--- config.mk ---
export PLATFORM = sky130hd
export DESIGN_NAME = mac_viol_handler
export DESIGN_NICKNAME = d
export VERILOG_FILES = /design/src/rtl/mac_viol_handler.sv
export SDC_FILE = /design/constraint.sdc
export NUM_CORES = 1
export LEC_CHECK = 0
export BUFFER_PORTS_ARGS = -buffer_cell sky130_fd_sc_hd__buf_2
export CORE_MARGIN = 1
export CORE_UTILIZATION = 47
export CTS_CLUSTER_DIAMETER = 100
export DETAILED_ROUTE_END_ITERATION = 16
export GPL_ROUTABILITY_DRIVEN = 0
export HOLD_SLACK_MARGIN = 0.15
export PLACE_DENSITY = 0.79
export SLEW_MARGIN = 15
export SYNTH_ARGS = -nofsm -noshare
export SYNTH_HDL_FRONTEND = slang
export SYNTH_SLANG_ARGS = --single-unit
--- constraint.sdc ---
create_clock -name clk -period 2.2 [get_ports clk]
set_input_delay 0.44 -clock clk [delete_from_list [all_inputs] [get_ports clk]]
set_output_delay 0.44 -clock clk [all_outputs]
set_load 0.01 [all_outputs]
--- src/rtl/mac_viol_handler.sv ---
// Violation handler: turns each new access violation into a fixed-length
// CPU reset request, captures the first violation's PC/addresses, counts
// violations, and exposes everything on an openMSP430 peripheral slave.
module mac_viol_handler #(
  parameter int unsigned RST_LEN   = 16,
  parameter logic [13:0] BASE_ADDR = 14'h00C8
) (
  input  logic        clk,
  input  logic        rst,
  input  logic        viol,
  input  logic [15:0] pc,
  input  logic [15:0] data_addr,
  input  logic [15:0] code_addr,
  output logic        sys_rst_o,
  input  logic [13:0] per_addr,
  input  logic [15:0] per_din,
  input  logic        per_en,
  input  logic [1:0]  per_we,
  output logic [15:0] per_dout
);

  typedef enum logic [1:0] {
    ST_IDLE   = 2'b00,
    ST_ASSERT = 2'b01,
    ST_HOLD   = 2'b10
  } state_t;

  localparam logic [7:0] RST_LOAD = 8'(RST_LEN - 1);

  state_t      state_r;
  state_t      next_state_s;
  logic [7:0]  rst_cnt_r;
  logic [7:0]  rst_cnt_next_s;
  logic        viol_q_r;
  logic        viol_rise_s;
  logic        valid_r;
  logic [7:0]  count_r;
  logic [7:0]  count_inc_s;
  logic [15:0] pc_capt_r;
  logic [15:0] daddr_capt_r;
  logic [15:0] caddr_capt_r;
  logic [13:0] offset_s;
  logic        in_range_s;
  logic        status_clr_s;
  logic        busy_s;
  logic        unused_s;

  // Write data is never stored: a STATUS write clears regardless of value.
  assign unused_s     = ^per_din;

  assign viol_rise_s  = viol & ~viol_q_r;
  assign busy_s       = (state_r != ST_IDLE);
  assign offset_s     = per_addr - BASE_ADDR;
  assign in_range_s   = (offset_s < 14'd4);
  assign status_clr_s = per_en & (per_we != 2'b00) & (offset_s == 14'd0);
  assign count_inc_s  = (count_r == 8'hFF) ? 8'hFF : (count_r + 8'd1);

  // Next-state logic: a new edge only triggers from IDLE; HOLD waits for viol to drop.
  always_comb begin
    next_state_s   = state_r;
    rst_cnt_next_s = rst_cnt_r;
    case (state_r)
      ST_IDLE: begin
        if (viol_rise_s) begin
          next_state_s   = ST_ASSERT;
          rst_cnt_next_s = RST_LOAD;
        end else begin
          next_state_s   = ST_IDLE;
        end
      end
      ST_ASSERT: begin
        if (rst_cnt_r == 8'd0) begin
          next_state_s   = ST_HOLD;
        end else begin
          rst_cnt_next_s = rst_cnt_r - 8'd1;
        end
      end
      ST_HOLD: begin
        if (!viol) begin
          next_state_s = ST_IDLE;
        end else begin
          next_state_s = ST_HOLD;
        end
      end
      default: begin
        next_state_s   = ST_IDLE;
        rst_cnt_next_s = 8'd0;
      end
    endcase
  end

  // FSM state, pulse counter, edge-detect flop and registered reset request.
  always_ff @(posedge clk) begin
    if (rst) begin
      state_r   <= ST_IDLE;
      rst_cnt_r <= 8'd0;
      viol_q_r  <= 1'b0;
      sys_rst_o <= 1'b0;
    end else begin
      state_r   <= next_state_s;
      rst_cnt_r <= rst_cnt_next_s;
      viol_q_r  <= viol;
      sys_rst_o <= (next_state_s == ST_ASSERT);
    end
  end

  // Capture and count; a violation in the same cycle as a STATUS clear wins.
  always_ff @(posedge clk) begin
    if (rst) begin
      valid_r      <= 1'b0;
      count_r      <= 8'd0;
      pc_capt_r    <= 16'h0000;
      daddr_capt_r <= 16'h0000;
      caddr_capt_r <= 16'h0000;
    end else if (viol_rise_s) begin
      if (!valid_r || status_clr_s) begin
        pc_capt_r    <= pc;
        daddr_capt_r <= data_addr;
        caddr_capt_r <= code_addr;
      end else begin
        pc_capt_r    <= pc_capt_r;
        daddr_capt_r <= daddr_capt_r;
        caddr_capt_r <= caddr_capt_r;
      end
      valid_r <= 1'b1;
      count_r <= status_clr_s ? 8'd1 : count_inc_s;
    end else if (status_clr_s) begin
      valid_r <= 1'b0;
      count_r <= 8'd0;
    end else begin
      valid_r <= valid_r;
      count_r <= count_r;
    end
  end

  // Peripheral read mux; returns zero unless this block is addressed.
  always_comb begin
    per_dout = 16'h0000;
    if (per_en && in_range_s) begin
      case (offset_s[1:0])
        2'd0:    per_dout = {count_r, 6'b000000, busy_s, valid_r};
        2'd1:    per_dout = pc_capt_r;
        2'd2:    per_dout = daddr_capt_r;
        2'd3:    per_dout = caddr_capt_r;
        default: per_dout = 16'h0000;
      endcase
    end else begin
      per_dout = 16'h0000;
    end
  end

endmodule

* After elaboration in Yosys (flattened, before gate mapping)
Index checks and enable logic that the tools add are counted.
** Storage, ports and cells
- Register bits :: 69
- Output and inout port bits :: 17
- Bits of input ports :: 84
- Bits in read-only memories :: 0
- Logic and storage cells :: 54
- Latch bits :: 0
- RAM bits :: 0
- Memories :: 0
** Cells by class
- $add $sub $neg :: 3
- Bitwise logic cells :: 5
- Div/mod/pow operators :: 0
- Mux-type cells :: 15
- Eq/ne operators :: 9
- $lt $le $gt $ge :: 1
- Shift operators :: 0
- Reduce and logical (&&, ||, !) cells :: 12
- Multiply operators :: 0
** Operator list (number)
- $pmux W16 S4 :: 1
- $mux W8 :: 6
- $pmux W8 S3 :: 1
- $mux W16 :: 1
- $logic_not A14 Y1 :: 1
- $lt A14 B3 Y1 const B :: 1
- $sub A14 B8 Y14 const B :: 1
- $add A8 B1 Y8 const B :: 1
- $eq A8 B8 Y1 const B :: 1
- $logic_not A8 Y1 :: 1
- $sub A8 B1 Y8 const B :: 1
- $eq A2 B1 Y1 const B :: 3
- $eq A2 B2 Y1 const B :: 3
- $pmux W2 S3 :: 1
- $reduce_bool A2 Y1 :: 3
- $logic_not A2 Y1 :: 2
- $mux W2 :: 2
- $ne A2 B2 Y1 const B :: 2
- $and A1 B1 Y1 :: 3
- $mux W1 :: 3
- $reduce_and A3 Y1 :: 1
- $not A1 Y1 :: 2
- $reduce_and A2 Y1 :: 1
- $logic_and A1 B1 Y1 :: 1
- other kinds (2) :: 2

* Depth between registers and ports, before layout
Gate-level depths: netlist (run 1).
- Word-level depth :: 5
- Depth in mapped cells :: 8

* Worst setup path after synthesis (run 1)
No wires, ideal clock.
- Path type :: input port to output port
- From :: in per_addr[3]
- To :: out per_dout[1]
- Data required time :: 1.760 ns
- Buffers on the path :: 2
- Stages on the path :: 7
- Setup slack :: -0.126 ns
- Arrival time :: 1.886 ns
- Cell sequence :: inv_1 > ha_1 > nor4bb_1 > nand4_1 > clkbuf_1 > clkbuf_1 > a211oi_1
** Between the ends
- Longest elaborated chain between the ends :: 4
** Ends and longest elaborated chain
- start: declaration :: line 15 : input logic [13:0] per_addr,
- $sub A14 B8 Y14 :: line 53 : assign offset_s = per_addr - BASE_ADDR;
- $lt A14 B3 Y1 :: line 54 : assign in_range_s = (offset_s < 14'd4);
- $logic_and A1 B1 Y1 :: line 139 : if (per_en && in_range_s) begin
- $mux W16 :: line 139
- end: declaration :: line 19 : output logic [15:0] per_dout
No other way between the ends.

* Final worst setup path (run 1)
- From :: in per_addr[4]
- To :: out per_dout[1]
Same word-level chain as after synthesis.

==> run metrics, run 1 <==
RR Startpoint=viol_q_r$_SDFF_PP0_; WS Path Type=input port to output port; Fillers=633; Synth Flop Type=dfxtp_1; htree depth=3; Mapped Nets=approximately 480; synthesis warning total=0; Slew HR=0.654; top-level port count=101; row count=31; post-synthesis register bit count=69; Core ar.=7250 um^2; average wire per standard cell=14.3 um; CP max FO=11; synthesized area per cell=8.97 um^2; status=finished clean; Clock Tree Buf Depth=2; PortBufs=84; Arr. time, crit path=1.72 ns; Worst Tran Pin Value=between 0.5 and 0.6 ns; total CTS buffers=9; Yosys cell types=48; max-cap check violation count=0; Tot GR Track Use=0.229; antenna cells=0; clock-pin transition on the worst setup and hold timing paths=roughly 0.08 ns; register area share after synthesis=0.392; slowest stage cell, crit path=ha_4; via density per instance=5.36; maximum vdd drop=0.473 mV; detailed placer's ending HPWL=5610 um; Initial Util=0.486; Final period util=0.984; die area=7850 um^2; Die Y=88.6 um; Hold EP=pc_capt_r[11]$_SDFFE_PP0P_; worst clock skew=0.00706 ns; largest net degree at the start of global routing=58; Final ANT Viol Nets=0; final setup TNS=0 ns; global-route wire length before repair=about 14000 um; crit start category=input port; Detailed Routing Iterations Pass 1=4; Hold Startpoint=pc[11]; DR vias=3095; Starting DRT DRC Count=198; GRT overflow=0; number of global-route vias before repair=about 3100; Chip Width=approximately 89 um; Post-synth EDFFs=0; ys async rst share=0; critical path's most frequent cell=buf_2; Clock Sinks=just under 70; final setup vio count=0; Remaining DRCs=0; Final Hold Fails=0; CTS tree=done; Layout area overhead=22.7%; worst skew pair latency=0.35 ns; post-layout minimum cycle time=2.16 ns; largest delay contributor family on the critical path=buffers and inverters; FF-to-FF path depth=5; r2r setup slk=0.32 ns; Worst Path Required=1.76 ns; Pwr Density=709 nW/um^2; cells along the critical path=buf_2, inv_2, ha_4, nor4bb_2, nand4_1, buf_6, buf_12, a211oi_2, buf_2; Routed WL=8240 um; Clock Tree Root=clkbuf_8; f_max=462 MHz; CP peak stage delay=around 0.24 ns; Static Leak=1.83 nW; layout cells sized above 1=0.295; nets@finish=about 560; kind of end point of the critical path=output port; final hold slack=0.328 ns; Slew Limit Fails=0; antenna violations before repair=0; synthesized area=approximately 3500 um^2; R2R Path End=caddr_capt_r[15]$_SDFFE_PP0P_; crit path buf inv count=5; Post-Synthesis Cells=393; HP Class=input port to flop; Hold Path Stages=3
[cell usage in the layout, fill, tap and decap left out, types with 4 or more instances in the layout]
cell      netlist  routed
and3_1          4       4
a21oi_1         9       9
dfxtp_1        69      69
nor2_1         16      16
nand4_1         6       6
a22oi_1         6       6
nand3_1         5       5
clkbuf_8        0      11
buf_2           1      82
o21ai_0         4       4
mux4_2          9       9
nor2b_1        13      11
a31oi_1         4       4
a211oi_1       10       9
nand2_1       102     102
inv_1           7       5
buf_4           2       7
mux2_2          6       6
mux2i_1        50      50
[power breakdown]
group	switching, mW	internal [mW]
Sequential	0.0713	1.34
Clock	0.497	0.585
Combinational	0.296	0.274
Total	0.865	2.20
[worst reg2reg max path, delay by kind of cell, from the launching register on]
kind	cells	cell delay (ns)
AND/OR/NAND/NOR	2	0.72
multiplexers	1	0.27
flip-flops	1	0.34
buffers and inverters	1	0.28
AO/OA/AOI/OAI	1	0.19
[synthesized netlist by cell type (3+ instances only)]
master,n,area share
or3_1,3,0.0053
inv_1,7,0.0075
and3_1,4,0.0071
nor2b_1,13,0.023
a31oi_1,4,0.0071
o21ai_0,4,0.0057
a21oi_1,9,0.013
nand2_1,102,0.11
nand2b_1,3,0.0053
nand3_1,5,0.0071
mux2i_1,50,0.14
ha_1,4,0.014
dfxtp_1,69,0.39
nor3_1,3,0.0043
a211oi_1,10,0.021
clkbuf_1,19,0.020
mux2_2,6,0.019
a22oi_1,6,0.013
buf_6,3,0.0096
nor2_1,16,0.017
mux4_2,9,0.058
or2_2,3,0.0053
nand4_1,6,0.011
[layer usage]
metal | vias to the layer above | track usage | share of wire
met5 | - | 0 | 0
met4 | 0 | 0.0938 | 0.014
met3 | 9 | 0.0746 | 0.067
met2 | 81 | 0.386 | 0.49
met1 | 1462 | 0.268 | 0.43
li1 | 1543 | - | -
[how the worst max path moves through the flow]
stage / startpoint / end / slack, ns / depth (start not counted)
2_1_floorplan: per_addr[3] / per_dout[1] / 0.0001 / 7
3_3_place_gp: per_addr[3] / per_dout[1] / -0.008 / 8
3_5_place_dp: per_addr[3] / daddr_capt_r[8]$_SDFFE_PP0P_ / -0.04 / 9
4_1_cts: per_addr[3] / per_dout[1] / -0.01 / 8
5_1_grt: per_addr[4] / per_dout[1] / -0.05 / 9
6_report: per_addr[4] / per_dout[1] / 0.04 / 9
[sequential cells by signal (all words and copies together), names as in the netlist]
register,flops
caddr_capt_r,16
count_r,8
daddr_capt_r,16
pc_capt_r,16
rst_cnt_r,8
state_r,2
sys_rst_o,1
valid_r,1
viol_q_r,1
[per-stage QoR]
stage | area (um^2) | setup WS [ns] | power [mW] | std cells | util
2_1_floorplan | 3530 | 0.000142 | 1.84 | 393 | -
3_3_place_gp | 4040 | -0.00838 | 1.98 | 559 | 0.558
3_5_place_dp | 4040 | -0.0395 | 2.00 | 559 | 0.558
4_1_cts | 4270 | -0.0126 | 3.08 | 575 | 0.589
5_1_grt | 4320 | -0.0532 | 3.22 | 577 | 0.596
6_report | 4320 | 0.0354 | 3.06 | 577 | 0.596
[final cells by class]
type,count,area [um^2],share of cell area
multi-input combinational,290,2020,0.467
timing repair buffer,95,558,0.129
tap,99,124,0.0287
clock buffer,11,151,0.0350
inverter,8,30.0,0.00695
clock inverter,5,58.8,0.0136
sequential,69,1380,0.320
[kinds of logic after synthesis]
logic type      synth area share
fa+ha+maj                 0.0142
buf+inv                   0.0451
compound gates            0.0909
simple gates               0.232
flops                      0.392
mux                        0.219
xor+xnor                 0.00746
[repair_timing]
item                                    in CTS  in global routing
pin swaps                                    1                  2
hold buffers                                 0                  0
endpoints found under the setup margin       5                 16
cloned                                       0                  1
setup buffers                                0                  1
endpoints found under the hold margin        0                  0
gates resized for setup                      3                  6
Note: power is estimated with default switching activity, not from simulation.
==> run 2, diff against run 1 <==
Settings changed: CAP_MARGIN set to 15, REMOVE_ABC_BUFFERS set to 1.
==> run metrics, run 2 (synthesis results as in run 1) <==
number of global-route vias before repair=2923 (-6.3%); Final Hold Fails=0 (unchanged); Final ANT Viol Nets=0 (unchanged); Tot GR Track Use=0.219 (-0.00986); Worst Path Required=1.76 ns (about the same); total CTS buffers=9 (unchanged); RSZ-0062 raised after global routing=yes; f_max=459 MHz (-0.73%); crit start category=input port; Remaining DRCs=0 (unchanged); critical path's most frequent cell=buf_6; antenna cells=0 (unchanged); Routed WL=8110 um (-1.6%); Initial Util=0.486 (unchanged); crit path buf inv count=5 (unchanged); max-cap check violation count=0 (unchanged); global-route wire length before repair=13200 um (-4.5%); CP peak stage delay=0.24 ns (about the same); Slew Limit Fails=0 (unchanged); Top Registers=caddr_capt_r x16, daddr_capt_r x16, pc_capt_r x16; Clock Sinks=69 (unchanged); slowest stage cell, crit path=ha_4; clock-pin transition on the worst setup and hold timing paths=0.07 ns (about the same); Hold Path Stages=3 (unchanged); Static Leak=1.87 nW (+2.5%); Starting DRT DRC Count=135 (-32%); CTS tree=done; layout cells sized above 1=0.313 (+0.0177); dpl cell area=4110 um^2 (+1.6%); cells along the critical path=buf_6, inv_4, ha_4, nor4bb_4, nand4_1, buf_6, buf_12, nor2_2, buf_2; Detailed Routing Iterations Pass 1=4 (unchanged); GRT Max-Usage Layer=met2; top-level port count=101 (unchanged); Final period util=0.991 (+0.00721); HP Class=input port to flop; GRT overflow=0 (unchanged); most frequent cells in the layout=102 x nand2_1, 76 x buf_2, 69 x dfxtp_1, 50 x mux2i_1, 13 x clkbuf_8; final hold slack=0.338 ns (+0.0105 ns); hold_buf cts=0 (unchanged); grt met2 use=0.350 (-0.0357); WP depth=9 (unchanged); post-layout minimum cycle time=2.18 ns (+0.0159 ns); most common cell after layout, fill and taps aside=nand2_1; Die Y=88.6 um (unchanged); Slew HR=0.717 (+0.0631); FF-to-FF path depth=5 (unchanged); nets@finish=568 (+1.2%); fin area=4460 um^2 (+3.1%); largest net degree at the start of global routing=62 (+6.9%); Fillers=639 (+0.95%); met3 Use GR=0.0541 (-0.0205); Pwr Total=2.97 mW (-3.0%); Arr. time, crit path=1.74 ns (+0.02 ns); Clock Tree Buf Depth=2 (unchanged); Worst Tran Pin Value=0.421 ns (-0.0981 ns); detailed placer's ending HPWL=5650 um (+0.72%); FF/Latch Area=1380 um^2 (unchanged); CP max FO=7 (-4); average wire per standard cell=13.9 um (-2.5%); kind of end point of the critical path=output port; Util after Layout=0.614 (+0.0185); WS Path Type=input port to output port; die area=7850 um^2 (unchanged); status=finished clean; htree depth=3 (unchanged); Layout area overhead=26.5%; Core ar.=7250 um^2 (unchanged); non-filler instance count after layout=582 (+0.87%); largest delay contributor family on the critical path=buffers and inverters; maximum vdd drop=0.333 mV (-30%); via density per instance=5.29 (-1.4%); final setup vio count=0 (unchanged); row count=31 (unchanged); Multi-input gate area=2070 um^2 (+2.3%); antenna violations before repair=0 (unchanged); worst clock skew=0.00840 ns (+0.00134 ns); Pwr Density=667 nW/um^2 (-5.9%); Clock Tree Root=clkbuf_8; placed insts=565 (+1.1%); DR vias=3079 (-0.52%); worst skew pair latency=0.34 ns (about the same); PortBufs=84 (unchanged); GRT met1 Usage=0.282 (+0.0145); Chip Width=88.6 um (unchanged)
[run 2: cell count changes in the layout (fill, tap and decap cells not counted), sizes merged]
cell      before  now
bufinv         1    0
buf           93  100
clkbuf        13   15
clkinvlp       2    0
clkinv         2    1
[run 2: through the flow]
step                worst slack [ns]  setup TNS (ns)
floorplan                      -1.63          -79.76
global placement             -0.0626          -0.196
detailed placement           -0.0917          -0.663
CTS                           0.0136               0
global route                 -0.0485          -0.271
finish                        0.0195               0
[run 2: worst register-to-register path: stages, from the launching register on]
cell and delay (ns):
dfxtp_1 0.34, nand2b_4 0.18, or4_1 0.53, o22ai_4 0.26, buf_12 0.23, mux2i_1 0.22
[run 2: timing repair]
item	CTS	global route
endpoints found under the setup margin	10	12
resized for setup	9	23
cloned	1	0
pin swaps	3	5
setup buffers	2	0
[run 2: routing by layer]
layer  wire length (um)  part of all wire  vias up
li1                   -                 -     1553
met1               3560              0.44     1440
met2               4010              0.50       72
met3                401             0.049       14
met4                129             0.016        0
met5                  0                 0        -
[run 2: area by class of cell]
| class | count | area share |
|---|---|---|
| Clock buffer | 13 | 0.0401 |
| Clock inverter | 1 | 0.00112 |
| Sequential cell | 69 | 0.310 |
| Tap cell | 99 | 0.0278 |
| Timing Repair Buffer | 102 | 0.150 |
| Inverter | 8 | 0.00786 |
| Multi-Input combinational cell | 290 | 0.464 |
[run 2: worst paths after layout]
check | end | from | slack, ns
worst min-delay path | daddr_capt_r[8]$_SDFFE_PP0P_ | data_addr[8] | 0.34
worst min register to register | caddr_capt_r[5]$_SDFFE_PP0P_ | caddr_capt_r[5]$_SDFFE_PP0P_ | 0.46
worst max-delay path | per_dout[6] | per_addr[3] | 0.02
worst max register to register | caddr_capt_r[3]$_SDFFE_PP0P_ | viol_q_r$_SDFF_PP0_ | 0.35
[run 2: power breakdown]
group | internal, mW | switching [mW] | leakage (nW) | total, mW
sequential | 1.34 | 0.0777 | 0.565 | 1.42
clock | 0.519 | 0.445 | 0.0974 | 0.964
combinational | 0.291 | 0.298 | 1.21 | 0.589
==> run 3, diff against run 2 <==
Settings changed: CELL_PAD_IN_SITES_DETAIL_PLACEMENT set to 0, CELL_PAD_IN_SITES_GLOBAL_PLACEMENT set to 1, CORE_UTILIZATION 47 to 41, PLACE_DENSITY 0.79 to 0.87, RECOVER_POWER set to 50.
Clock period 2.2 ns to 2.8 ns, I/O delays scaled along.
==> run metrics, run 3 (synthesis results as in run 1) <==
status=finished clean; post-layout minimum cycle time=~2.5 ns; top-level port count=101 (unchanged); slowest stage cell, crit path=nor4bb_1; Starting DRT DRC Count=162 (+20%); Slew Limit Fails=0 (unchanged); via density per instance=5.28 (-0.21%); number of global-route vias before repair=2816 (-3.7%); Routed WL=7830 um (-3.4%); row count=33 (+6.5%); Die Y=94.7 um (+6.9%); htree depth=3 (unchanged); average wire per standard cell=13.6 um (-2.4%); Tot GR Track Use=0.181 (-0.0374); cells along the critical path=buf_2, inv_1, ha_1, nor4bb_1, nand4_1, buf_4, a211oi_1, buf_2; Remaining DRCs=0 (unchanged); crit path buf inv count=4 (-1); detailed placer's ending HPWL=5300 um (-6.0%); WS Path Type=input port to output port; fin area=4170 um^2 (-6.5%); CP peak stage delay=0.27 ns (+0.03 ns); Core ar.=8260 um^2 (+14%); nets@finish=554 (-2.5%); maximum vdd drop=0.292 mV (-12%); largest net degree at the start of global routing=77 (+24%); worst skew pair latency=0.35 ns (about the same); number of post-CTS setup repair buffers=0 (-2); dpl cell area=4010 um^2 (-2.4%); HP Class=input port to flop; hold_buf cts=0 (unchanged); RSZ-0062 raised after global routing=no; DR vias=3041 (-1.2%); clock-pin transition on the worst setup and hold timing paths=0.08 ns (about the same); global-route wire length before repair=12900 um (-2.2%); f_max=397 MHz; Pwr Total=2.35 mW (-21%); total CTS buffers=9 (unchanged); Hold Startpoint=data_addr[12]; Final Hold Fails=0 (unchanged); most frequent cells in the layout=102 x nand2_1, 82 x buf_2, 69 x dfxtp_1, 50 x mux2i_1, 16 x nor2_1; Worst Tran Pin Value=0.963 ns (+0.541 ns); Chip Width=94.7 um (+6.9%); post-cts sizing count=0 (-9); GRT overflow=0 (unchanged); max-cap check violation count=0 (unchanged); Static Leak=1.75 nW (-6.7%); Pwr Density=565 nW/um^2 (-15%); Clock Sinks=69 (unchanged); layout cells sized above 1=0.259 (-0.0536); kind of end point of the critical path=output port; Initial Util=0.427 (-0.0591); CP max FO=21 (+14); Worst Path Required=2.24 ns (+0.48 ns); largest delay contributor family on the critical path=buffers and inverters; RR Startpoint=state_r[0]$_SDFF_PP0_; Detailed Routing Iterations Pass 1=4 (unchanged); Final period util=0.900; Slew HR=0.349 (-0.368); PortBufs=84 (unchanged); crit path from=per_addr[3]; most common cell after layout, fill and taps aside=nand2_1; worst clock skew=0.00783 ns (-0.000573 ns); die area=8970 um^2 (+14%); placed insts=560 (-0.88%); final setup TNS=0 ns (unchanged); critical path's most frequent cell=buf_2; antenna cells=0 (unchanged); non-filler instance count after layout=576 (-1.0%); Layout area overhead=18.2%; Top Registers=caddr_capt_r x16, daddr_capt_r x16, pc_capt_r x16; Clock Tree Root=clkbuf_8; CTS tree=done; antenna violations before repair=0 (unchanged); crit start category=input port; Clock Tree Buf Depth=2 (unchanged); Final ANT Viol Nets=0 (unchanged); Arr. time, crit path=1.96 ns (+0.22 ns); final setup vio count=0 (unchanged)
[run 3: changes by cell type in the layout (fill, tap and decap cells not counted), sizes merged]
cell,change
clkinvlp,+4
inv,+1
bufinv,+1
clkbuf,-3
buf,-15
[run 3: cell type report]
cell class	instances	area, um^2
fillers	793	4090
multi-input cells	290	1960
flip-flops and latches	69	1380
repair buffers	88	460
well taps	105	131
clock buffers	9	124
clock inverters	7	73.8
inverters	8	30.0
[run 3: routing by layer]
layer / part of all wire / GRT usage / up-vias
met4: 0.0060 / 0.0379 / 0
met1: 0.45 / 0.236 / 1433
li1: - / - / 1534
met5: 0 / 0 / -
met3: 0.057 / 0.0564 / 5
met2: 0.48 / 0.295 / 69
[run 3: metrics by stage]
stage | hold slack [ns] | worst slack (ns) | util
after floorplan | 0.431 | -1.15 | -
after detailed placement | 0.448 | 0.263 | 0.485
after global routing | 0.432 | 0.164 | 0.504
after global placement | 0.439 | 0.303 | 0.485
after CTS | 0.436 | 0.258 | 0.509
final | 0.447 | 0.280 | 0.504
[run 3: tightest hold or removal path: stages]
cell and delay, ns:
buf_2 0.09, nand2_1 0.04, mux2i_1 0.05
[run 3: worst paths after layout]
kind                                   endpoint  slack, ns  cells after the start
hold / removal    daddr_capt_r[12]$_SDFFE_PP0P_       0.45                      3
setup / recovery                    per_dout[1]       0.28                      8
setup reg to reg      rst_cnt_r[6]$_SDFFE_PP0P_       0.47                      4
hold reg to reg       pc_capt_r[7]$_SDFFE_PP0P_       0.46                      2
[run 3: report_power, final]
part           total [mW]  internal (mW)  switching, mW
registers            1.12           1.05         0.0628
clock network       0.819          0.412          0.407
logic               0.416          0.202          0.215
